--- src/rtl/adc_cap_reader.sv ---
// BRAM-to-AXI4-Stream readout engine with credit-limited reads into a small output FIFO.
// Optional leading header beat when ADC_CAP_READER_HDR_EN is defined.
module adc_cap_reader #(
    parameter int DWIDTH     = 256,
    parameter int MAX_XFER   = 2048,
    parameter int RD_LATENCY = 2
) (
    input  logic                     aclk,
    input  logic                     aresetn,
    input  logic                     start_i,
    input  logic [$clog2(MAX_XFER):0] len_i,
    input  logic                     cap_done_i,
    output logic                     busy_o,
    output logic                     done_o,
    output logic                     start_err_o,
    output logic [31:0]              bram_addr,
    output logic                     bram_en,
    output logic [DWIDTH/8-1:0]      bram_we,
    output logic [DWIDTH-1:0]        bram_wdata,
    input  logic [DWIDTH-1:0]        bram_rdata,
    output logic                     bram_clk,
    output logic                     bram_rst,
    output logic [DWIDTH-1:0]        m_axis_tdata,
    output logic                     m_axis_tvalid,
    input  logic                     m_axis_tready,
    output logic                     m_axis_tlast
);
    localparam int ADDR_BITS  = $clog2(MAX_XFER);
    localparam int FIFO_DEPTH = RD_LATENCY + 2;
    localparam int CW         = $clog2(FIFO_DEPTH + 1) + 1;
    localparam int IW         = $clog2(FIFO_DEPTH);
    localparam logic [CW-1:0]        DEPTH_C = CW'(FIFO_DEPTH);
    localparam logic [ADDR_BITS:0]   MAX_C   = (ADDR_BITS+1)'(MAX_XFER);
    localparam logic [ADDR_BITS:0]   LEN_ONE = (ADDR_BITS+1)'(1);
    localparam logic [1:0] S_IDLE = 2'd0;
    localparam logic [1:0] S_RUN  = 2'd1;
    localparam logic [1:0] S_DONE = 2'd2;

    logic [1:0]            r_state;
    logic [ADDR_BITS:0]    r_len;
    logic [ADDR_BITS:0]    r_issued;
    logic [ADDR_BITS:0]    r_push_idx;
    logic [ADDR_BITS-1:0]  r_bram_addr;
    logic                  r_bram_en;
    logic [RD_LATENCY-1:0] r_rd_pipe;
    logic [DWIDTH-1:0]     r_mem [FIFO_DEPTH];
    logic [FIFO_DEPTH-1:0] r_last;
    logic [CW-1:0]         r_cnt;
    logic                  r_tvalid;
    logic                  r_busy;
    logic                  r_done;
    logic                  r_start_err;

    logic                  w_accept;
    logic [ADDR_BITS:0]    w_len_eff;
    logic                  w_pop;
    logic                  w_push_data;
    logic                  w_push_hdr;
    logic [DWIDTH-1:0]     w_hdr;
    logic [CW-1:0]         w_inflight;
    logic                  w_issue;
    logic [RD_LATENCY:0]   w_pipe_in;
    logic [DWIDTH-1:0]     w_mem_nxt [FIFO_DEPTH];
    logic [FIFO_DEPTH-1:0] w_last_nxt;
    logic [CW-1:0]         w_cnt_nxt;

    assign w_accept    = (r_state == S_IDLE) && start_i && cap_done_i;
    assign w_len_eff   = ((len_i == {(ADDR_BITS+1){1'b0}}) || (len_i > MAX_C)) ? MAX_C : len_i;
    assign w_pop       = r_tvalid && m_axis_tready;
    assign w_push_data = r_rd_pipe[RD_LATENCY-1];
    assign w_pipe_in   = {r_rd_pipe, r_bram_en};

`ifdef ADC_CAP_READER_HDR_EN
    logic [31:0] r_seq;
    assign w_push_hdr = w_accept;

    // Header beat contents for the readout being accepted
    always_comb begin
        w_hdr = {DWIDTH{1'b0}};
        w_hdr[DWIDTH-1 -: 32]  = 32'hADC0_CAFE;
        w_hdr[DWIDTH-33 -: 32] = r_seq;
        w_hdr[ADDR_BITS:0]     = w_len_eff;
    end

    // Readout sequence number, advanced once per completed packet
    always_ff @(posedge aclk or negedge aresetn) begin
        if (!aresetn) begin
            r_seq <= 32'd0;
        end else if (r_done) begin
            r_seq <= r_seq + 32'd1;
        end
    end
`else
    assign w_push_hdr = 1'b0;
    assign w_hdr      = {DWIDTH{1'b0}};
`endif

    // Words outstanding beyond the FIFO: the read on the BRAM port plus the latency pipe
    always_comb begin
        w_inflight = CW'(r_bram_en);
        for (int i = 0; i < RD_LATENCY; i++) begin
            w_inflight = w_inflight + CW'(r_rd_pipe[i]);
        end
    end

    // A word popped this cycle frees its credit for the read decided now
    assign w_issue = w_accept ||
                     ((r_state == S_RUN) && (r_issued < r_len) &&
                      ((r_cnt + w_inflight) < (DEPTH_C + CW'(w_pop))));

    // Shift-down FIFO next state; entry 0 is the stream output register
    always_comb begin
        w_mem_nxt  = r_mem;
        w_last_nxt = r_last;
        if (w_pop) begin
            for (int i = 0; i < FIFO_DEPTH - 1; i++) begin
                w_mem_nxt[i]  = r_mem[i+1];
                w_last_nxt[i] = r_last[i+1];
            end
            w_mem_nxt[FIFO_DEPTH-1]  = {DWIDTH{1'b0}};
            w_last_nxt[FIFO_DEPTH-1] = 1'b0;
            w_cnt_nxt = r_cnt - CW'(1);
        end else begin
            w_cnt_nxt = r_cnt;
        end
        if (w_push_hdr || w_push_data) begin
            w_mem_nxt[w_cnt_nxt[IW-1:0]]  = w_push_hdr ? w_hdr : bram_rdata;
            w_last_nxt[w_cnt_nxt[IW-1:0]] = w_push_data && (r_push_idx == (r_len - LEN_ONE));
            w_cnt_nxt = w_cnt_nxt + CW'(1);
        end else begin
            w_cnt_nxt = w_cnt_nxt;
        end
    end

    // FIFO storage and stream valid
    always_ff @(posedge aclk or negedge aresetn) begin
        if (!aresetn) begin
            for (int i = 0; i < FIFO_DEPTH; i++) begin
                r_mem[i] <= {DWIDTH{1'b0}};
            end
            r_last   <= {FIFO_DEPTH{1'b0}};
            r_cnt    <= {CW{1'b0}};
            r_tvalid <= 1'b0;
        end else begin
            r_mem    <= w_mem_nxt;
            r_last   <= w_last_nxt;
            r_cnt    <= w_cnt_nxt;
            r_tvalid <= (w_cnt_nxt != {CW{1'b0}});
        end
    end

    // Read issue: address, enable, latency pipe and counters
    always_ff @(posedge aclk or negedge aresetn) begin
        if (!aresetn) begin
            r_bram_en   <= 1'b0;
            r_bram_addr <= {ADDR_BITS{1'b0}};
            r_issued    <= {(ADDR_BITS+1){1'b0}};
            r_push_idx  <= {(ADDR_BITS+1){1'b0}};
            r_rd_pipe   <= {RD_LATENCY{1'b0}};
        end else begin
            r_bram_en <= w_issue;
            r_rd_pipe <= w_pipe_in[RD_LATENCY-1:0];
            if (w_accept) begin
                r_bram_addr <= {ADDR_BITS{1'b0}};
                r_issued    <= LEN_ONE;
                r_push_idx  <= {(ADDR_BITS+1){1'b0}};
            end else begin
                if (w_issue) begin
                    r_bram_addr <= r_issued[ADDR_BITS-1:0];
                    r_issued    <= r_issued + LEN_ONE;
                end
                if (w_push_data) begin
                    r_push_idx <= r_push_idx + LEN_ONE;
                end
            end
        end
    end

    // Control FSM and status pulses
    always_ff @(posedge aclk or negedge aresetn) begin
        if (!aresetn) begin
            r_state     <= S_IDLE;
            r_len       <= {(ADDR_BITS+1){1'b0}};
            r_busy      <= 1'b0;
            r_done      <= 1'b0;
            r_start_err <= 1'b0;
        end else begin
            r_start_err <= (r_state == S_IDLE) && start_i && !cap_done_i;
            case (r_state)
                S_IDLE: begin
                    r_done <= 1'b0;
                    if (w_accept) begin
                        r_state <= S_RUN;
                        r_len   <= w_len_eff;
                        r_busy  <= 1'b1;
                    end
                end
                S_RUN: begin
                    if (w_pop && r_last[0]) begin
                        r_state <= S_DONE;
                        r_busy  <= 1'b0;
                        r_done  <= 1'b1;
                    end
                end
                S_DONE: begin
                    r_state <= S_IDLE;
                    r_done  <= 1'b0;
                end
                default: begin
                    r_state <= S_IDLE;
                    r_busy  <= 1'b0;
                    r_done  <= 1'b0;
                end
            endcase
        end
    end

    assign busy_o        = r_busy;
    assign done_o        = r_done;
    assign start_err_o   = r_start_err;
    assign bram_addr     = {{(32-ADDR_BITS){1'b0}}, r_bram_addr};
    assign bram_en       = r_bram_en;
    assign bram_we       = {(DWIDTH/8){1'b0}};
    assign bram_wdata    = {DWIDTH{1'b0}};
    assign bram_clk      = aclk;
    assign bram_rst      = ~aresetn;
    assign m_axis_tdata  = r_mem[0];
    assign m_axis_tvalid = r_tvalid;
    assign m_axis_tlast  = r_last[0];
endmodule

--- config.mk ---
export PLATFORM = sky130hd
export DESIGN_NAME = adc_cap_reader
export DESIGN_NICKNAME = d
export VERILOG_FILES = /design/src/rtl/adc_cap_reader.sv
export SDC_FILE = /design/constraint.sdc
export NUM_CORES = 2
export LEC_CHECK = 0
export ABC_AREA = 1
export BUFFER_PORTS_ARGS = -buffer_cell sky130_fd_sc_hd__buf_2
export CELL_PAD_IN_SITES_DETAIL_PLACEMENT = 0
export CELL_PAD_IN_SITES_GLOBAL_PLACEMENT = 1
export CORE_ASPECT_RATIO = 0.9
export CORE_MARGIN = 3
export CORE_UTILIZATION = 38
export CTS_CLUSTER_DIAMETER = 40
export CTS_CLUSTER_SIZE = 24
export DETAILED_ROUTE_END_ITERATION = 10
export PLACE_DENSITY = 0.85
export SYNTH_ARGS = -nofsm -noshare
export SYNTH_HDL_FRONTEND = slang
export SYNTH_SLANG_ARGS = --single-unit
--- constraint.sdc ---
create_clock -name aclk -period 2.6 [get_ports aclk]
set_clock_uncertainty 0.15 [all_clocks]
set_input_delay 0.52 -clock aclk [delete_from_list [all_inputs] [get_ports aclk]]
set_output_delay 0.52 -clock aclk [all_outputs]
set_load 0.02 [all_outputs]
Word-level counts from Yosys, hierarchy flattened
Cells that the tools add are included.
{"block": "word_totals", "reg_bits": 1088, "input_bits": 273, "output_inout_bits": 584}
{"block": "classes", "n_addsub": 9, "order_cmp": 7, "n_eq_ne": 5, "n_mux": 27, "n_bitwise": 3, "n_reduce_logical": 21}
{"op": "$mux W1024", "count": 2}
{"op": "$bwmux W1024", "count": 1}
{"op": "$demux W256 S2", "count": 1}
{"op": "$mux W256", "count": 1}
{"op": "$mux W12", "count": 5}
{"op": "$add A12 B1 Y12 const B", "count": 2}
{"op": "$mux W11", "count": 2}
{"op": "$mux W4", "count": 4}
{"op": "$eq A12 B12 Y1", "count": 1}
{"op": "$gt A12 B12 Y1 const B", "count": 1}
{"op": "$logic_not A12 Y1", "count": 1}
{"op": "$lt A12 B12 Y1", "count": 1}
{"op": "$sub A12 B1 Y12 const B", "count": 1}
{"op": "$logic_and A1 B1 Y1", "count": 10}
{"op": "$mux W1", "count": 5}
{"op": "$add A3 B1 Y4 const A", "count": 1}
{"op": "$add A4 B1 Y4 const B", "count": 1}
{"op": "$add A4 B3 Y4", "count": 1}
{"op": "$bwmux W4", "count": 1}
{"op": "$lt A4 B4 Y1", "count": 1}
{"op": "$mux W2", "count": 2}
{"op": "$pmux W2 S2", "count": 1}
{"op": "$reduce_and A2 Y1", "count": 2}
{"op": "$reduce_bool A2 Y1", "count": 2}
{"op": "20 further kinds", "count": 22}

Depth between registers and ports, before layout
{"block": "depth", "depth_word": 9, "mapped_depth": 14, "depth_no_buf": 14}

==> flow_summary_export.csv <==
group,metric,value,unit
run_status,status,"complete, but fails checks",
run_status,failed_checks,"setup timing",
yosys,synth_area_leaders,"dfrtp_1 52%, nand2_1 15%, a31oi_1 9.2%, buf_4 8.2%, nor2_1 5.8%",
yosys,synth-edff-count,0,
sta,hold_viol,0,
yosys,ys_warn_count,0,
critical_path,critPathLaunchType,"flip-flop",
critical_path,crit_start,"r_rd_pipe[0]$_DFF_PN0_",
global_route,antenna_found_initial,5,
detailed_routing,drc,0,
hold_path,hp-class,"in2reg",
global_route,grt-busiest-layer,"met2",
final_layout,layout_commonest_cell,"nand2_1",
place,routabilityCongestion,0.813,
yosys,synth_top_area_share,52.3,%
yosys,syn_inst,6342,
sta,worst_slack,-0.163,ns
floorplanning,ioPinCount,857,
critical_path,cpPeakStageDelay,0.56,ns
power_and_ir_drop,p_sw,28.9,mW
critical_path,crit_type,"reg2reg",
sta,tns,-3.44,ns
power_and_ir_drop,total_power,75.8,mW
power_and_ir_drop,clkPwrFrac,29.9,%
yosys,synth_seq_cells,1088,
critical_path,r2r_cells,13,
global_route,grt_pass1_wl,232,mm
power_and_ir_drop,p_leak,31.1,nW
final_layout,area_delta_synth_final,22.0,%
sta,finalSetupViolations,24,
clocking,clk_latency,0.87,ns
detailed_routing,ant_nets,0,
power_and_ir_drop,internal-power,46.9,mW
sta,fmax,362,MHz
detailed_routing,dr.first_iter.drc_count,3823,
floorplanning,start_util,38.3,%
power_and_ir_drop,p_per_area,1200,nW/um^2
yosys,ys_async_sr_fraction,100,%
critical_path,path_buf_inv,2,
detailed_routing,vias,44100,
critical_path,cp_data_required_time,3.23,ns
critical_path,cp_num_cells,13,
critical_path,r2r_slack,-0.16,ns
power_and_ir_drop,combPwrFrac,33.9,%
sta,worst_pin_slew,1.02,ns
clocking,cts_tree,"yes",
critical_path,cpLargestDelayFamily,"adder cells",
clocking,cts.clk_slew.worst_paths,0.06,ns
final_layout,fillCellCount,12800,
critical_path,r2r-start,"r_rd_pipe[0]$_DFF_PN0_",
global_route,grt_max_degree,185,
final_layout,utilization,46.8,%
floorplanning,dieArea,141000,um^2
place,io_buffers,547,
sta,rsz0062_at_grt,"true",
critical_path,endpoint,"r_issued[6]$_DFFE_PN0P_",
critical_path,crit_slowest_cell,"fa_1",
power_and_ir_drop,swShare,38.1,%
yosys,synth.cell_area,52000,um^2
floorplanning,die_w,396,um
critical_path,r2r_end,"r_issued[6]$_DFFE_PN0P_",
yosys,synthFlopType,"dfrtp_1",
global_route,use_met3,3.99,%
power_and_ir_drop,ir_drop,783,uV
sta,min_period,2.76,ns
detailed_routing,wire_per_inst,16.9,um
floorplanning,core,136000,um^2
final_layout,nets,7155,
yosys,ys_seq_area_share,52.3,%
yosys,synth_area_per_cell,8.20,um^2
global_route,gr-usage-met1,27.2,%
critical_path,timing.critical_path.fanout_max,5,
critical_path,arrival,3.40,ns
detailed_routing,drt-pass1-iter-count,9,
sta,max_slew_margin,32.0,%
critical_path,crit_chain,"fa_1 > ha_2 > inv_2 > fa_1 > nand2_1 > nand2_2 > nand3_2 > nor3_4 > nand2_4 > buf_6 > nand2_4 > nand2_1 > o21ai_1",
place,dpl.hpwl,93.1,mm
global_route,gr-usage-met2,32.5,%
sta,fin_crit_sh,106,%
detailed_routing,wl,149,mm
floorplanning,fp.dieH,357,um
final_layout,drive_above_1_share,15.4,%
yosys,synthDistinctLibCells,37,
global_route,grt_pass1_vias,42300,
detailed_routing,vias_per_cell,5.01,
floorplanning,rows,128,
sta,slew_viol_final,0,
critical_path,cp-end-kind,"flip-flop",
global_route,track_usage,20.1,%
final_layout,final_cell_mix,"2139 x nand2_1, 1087 x dfrtp_1, 806 x nor2_1",
global_route,grt_overflow,0,
yosys,synth_largest_area_cell,"dfrtp_1",
power_and_ir_drop,seqPwrFrac,36.1,%
flow_run,drv_cap,0,
registers in the layout, indices dropped and copies added, names as in the netlist:
| register | flops |
|---|---|
| r_bram_addr | 11 |
| r_state | 2 |
| start_err_o | 1 |
| r_last | 4 |
| r_mem | 768 |
| bram_en | 1 |
| done_o | 1 |
| m_axis_tdata | 256 |
| r_rd_pipe | 2 |
| busy_o | 1 |
| r_len | 12 |
| r_push_idx | 12 |
| r_issued | 12 |
| r_cnt | 4 |
| m_axis_tvalid | 1 |
metrics by stage:
stage	instances	setup slack [ns]	area [um^2]	hold slack, ns
5_1_grt	8812	-0.356	63400	0.122
3_3_place_gp	8215	-0.136	54600	0.245
6_report	8814	-0.163	63400	0.134
3_5_place_dp	8215	-0.169	54600	0.251
4_1_cts	8798	-0.164	63200	0.0638
2_1_floorplan	6650	-0.0996	53200	0.0744
worst reg2reg max path: stages, from the launching register on:
cell	delay (ns)
dfrtp_1	0.40
fa_1	0.56
ha_2	0.19
inv_2	0.04
fa_1	0.47
nand2_1	0.06
nand2_2	0.07
nand3_2	0.08
nor3_4	0.21
nand2_4	0.12
buf_6	0.14
nand2_4	0.09
nand2_1	0.06
o21ai_1	0.07
Yosys cell counts (17+ instances only):
cell and instances:
nand2_1 2145, clkbuf_1 309, inv_1 69, buf_1 50, xor2_1 21, nand3_1 312, o21ai_0 34, ha_1 21
buf_2 74, a31oi_1 763, nor2_1 806, nor3_1 17, buf_4 566, a21oi_1 24, dfrtp_1 1088
cells by family after synthesis:
| family | Yosys count | share of synthesized area, % |
|---|---|---|
| fa+ha+maj | 23 | 0.582 |
| simple gates | 3298 | 24.7 |
| other cells | 1 | 0.00721 |
| buf+inv | 1070 | 12.0 |
| compound gates | 838 | 9.92 |
| flops | 1088 | 52.3 |
| xor+xnor | 24 | 0.404 |
power groups by stage:
stage          combinational (mW)  clock [mW]  sequential (mW)
6_report                     25.7        22.7             27.4
3_5_place_dp                 24.9      0.0359             27.5
4_1_cts                      25.5        23.2             27.3
3_3_place_gp                 24.2      0.0359             27.4
2_1_floorplan                19.6      0.0449             26.6
5_1_grt                      28.5        24.0             28.1
area by class of cell:
cell class	instances	area, um^2	share of cell area [%]
Sequential cell	1088	27200	42.9
Multi-Input combinational cell	4496	19800	31.3
Timing Repair Buffer	1044	8120	12.8
Clock buffer	178	4220	6.64
Tap cell	1820	2280	3.59
Clock inverter	115	1470	2.32
Inverter	70	278	0.438
Antenna cell	3	7.51	0.0118
metal layers:
metal | part of all wire [%] | wire length [um]
met1 | 44 | 65700
met2 | 48 | 70900
met3 | 5.8 | 8580
met4 | 2.5 | 3740
met5 | 0.0081 | 12
worst min-delay path by stage:
stage	startpoint	to	slack (ns)	cells after the start
3_5_place_dp	r_rd_pipe[0]$_DFF_PN0_	r_rd_pipe[1]$_DFF_PN0_	0.25	0
2_1_floorplan	aresetn	bram_en$_DFF_PN0_	0.07	0
3_3_place_gp	r_rd_pipe[0]$_DFF_PN0_	r_rd_pipe[1]$_DFF_PN0_	0.25	0
6_report	start_i	busy_o$_DFFE_PN0P_	0.13	4
5_1_grt	start_i	r_state[0]$_DFFE_PN0P_	0.12	4
4_1_cts	start_i	r_state[0]$_DFFE_PN0P_	0.06	4
what timing repair did:
action / 4_1_cts / 5_1_grt
gates resized for setup: 14 / 4
pin swaps: 4 / 1
endpoints found under the hold margin: 1824 / 0
setup endpoints to repair: 514 / 265
buffers inserted: 4 / 7
hold buffers: 283 / 0
gates cloned: 4 / 6
Note: power is estimated with default switching activity, not from simulation.
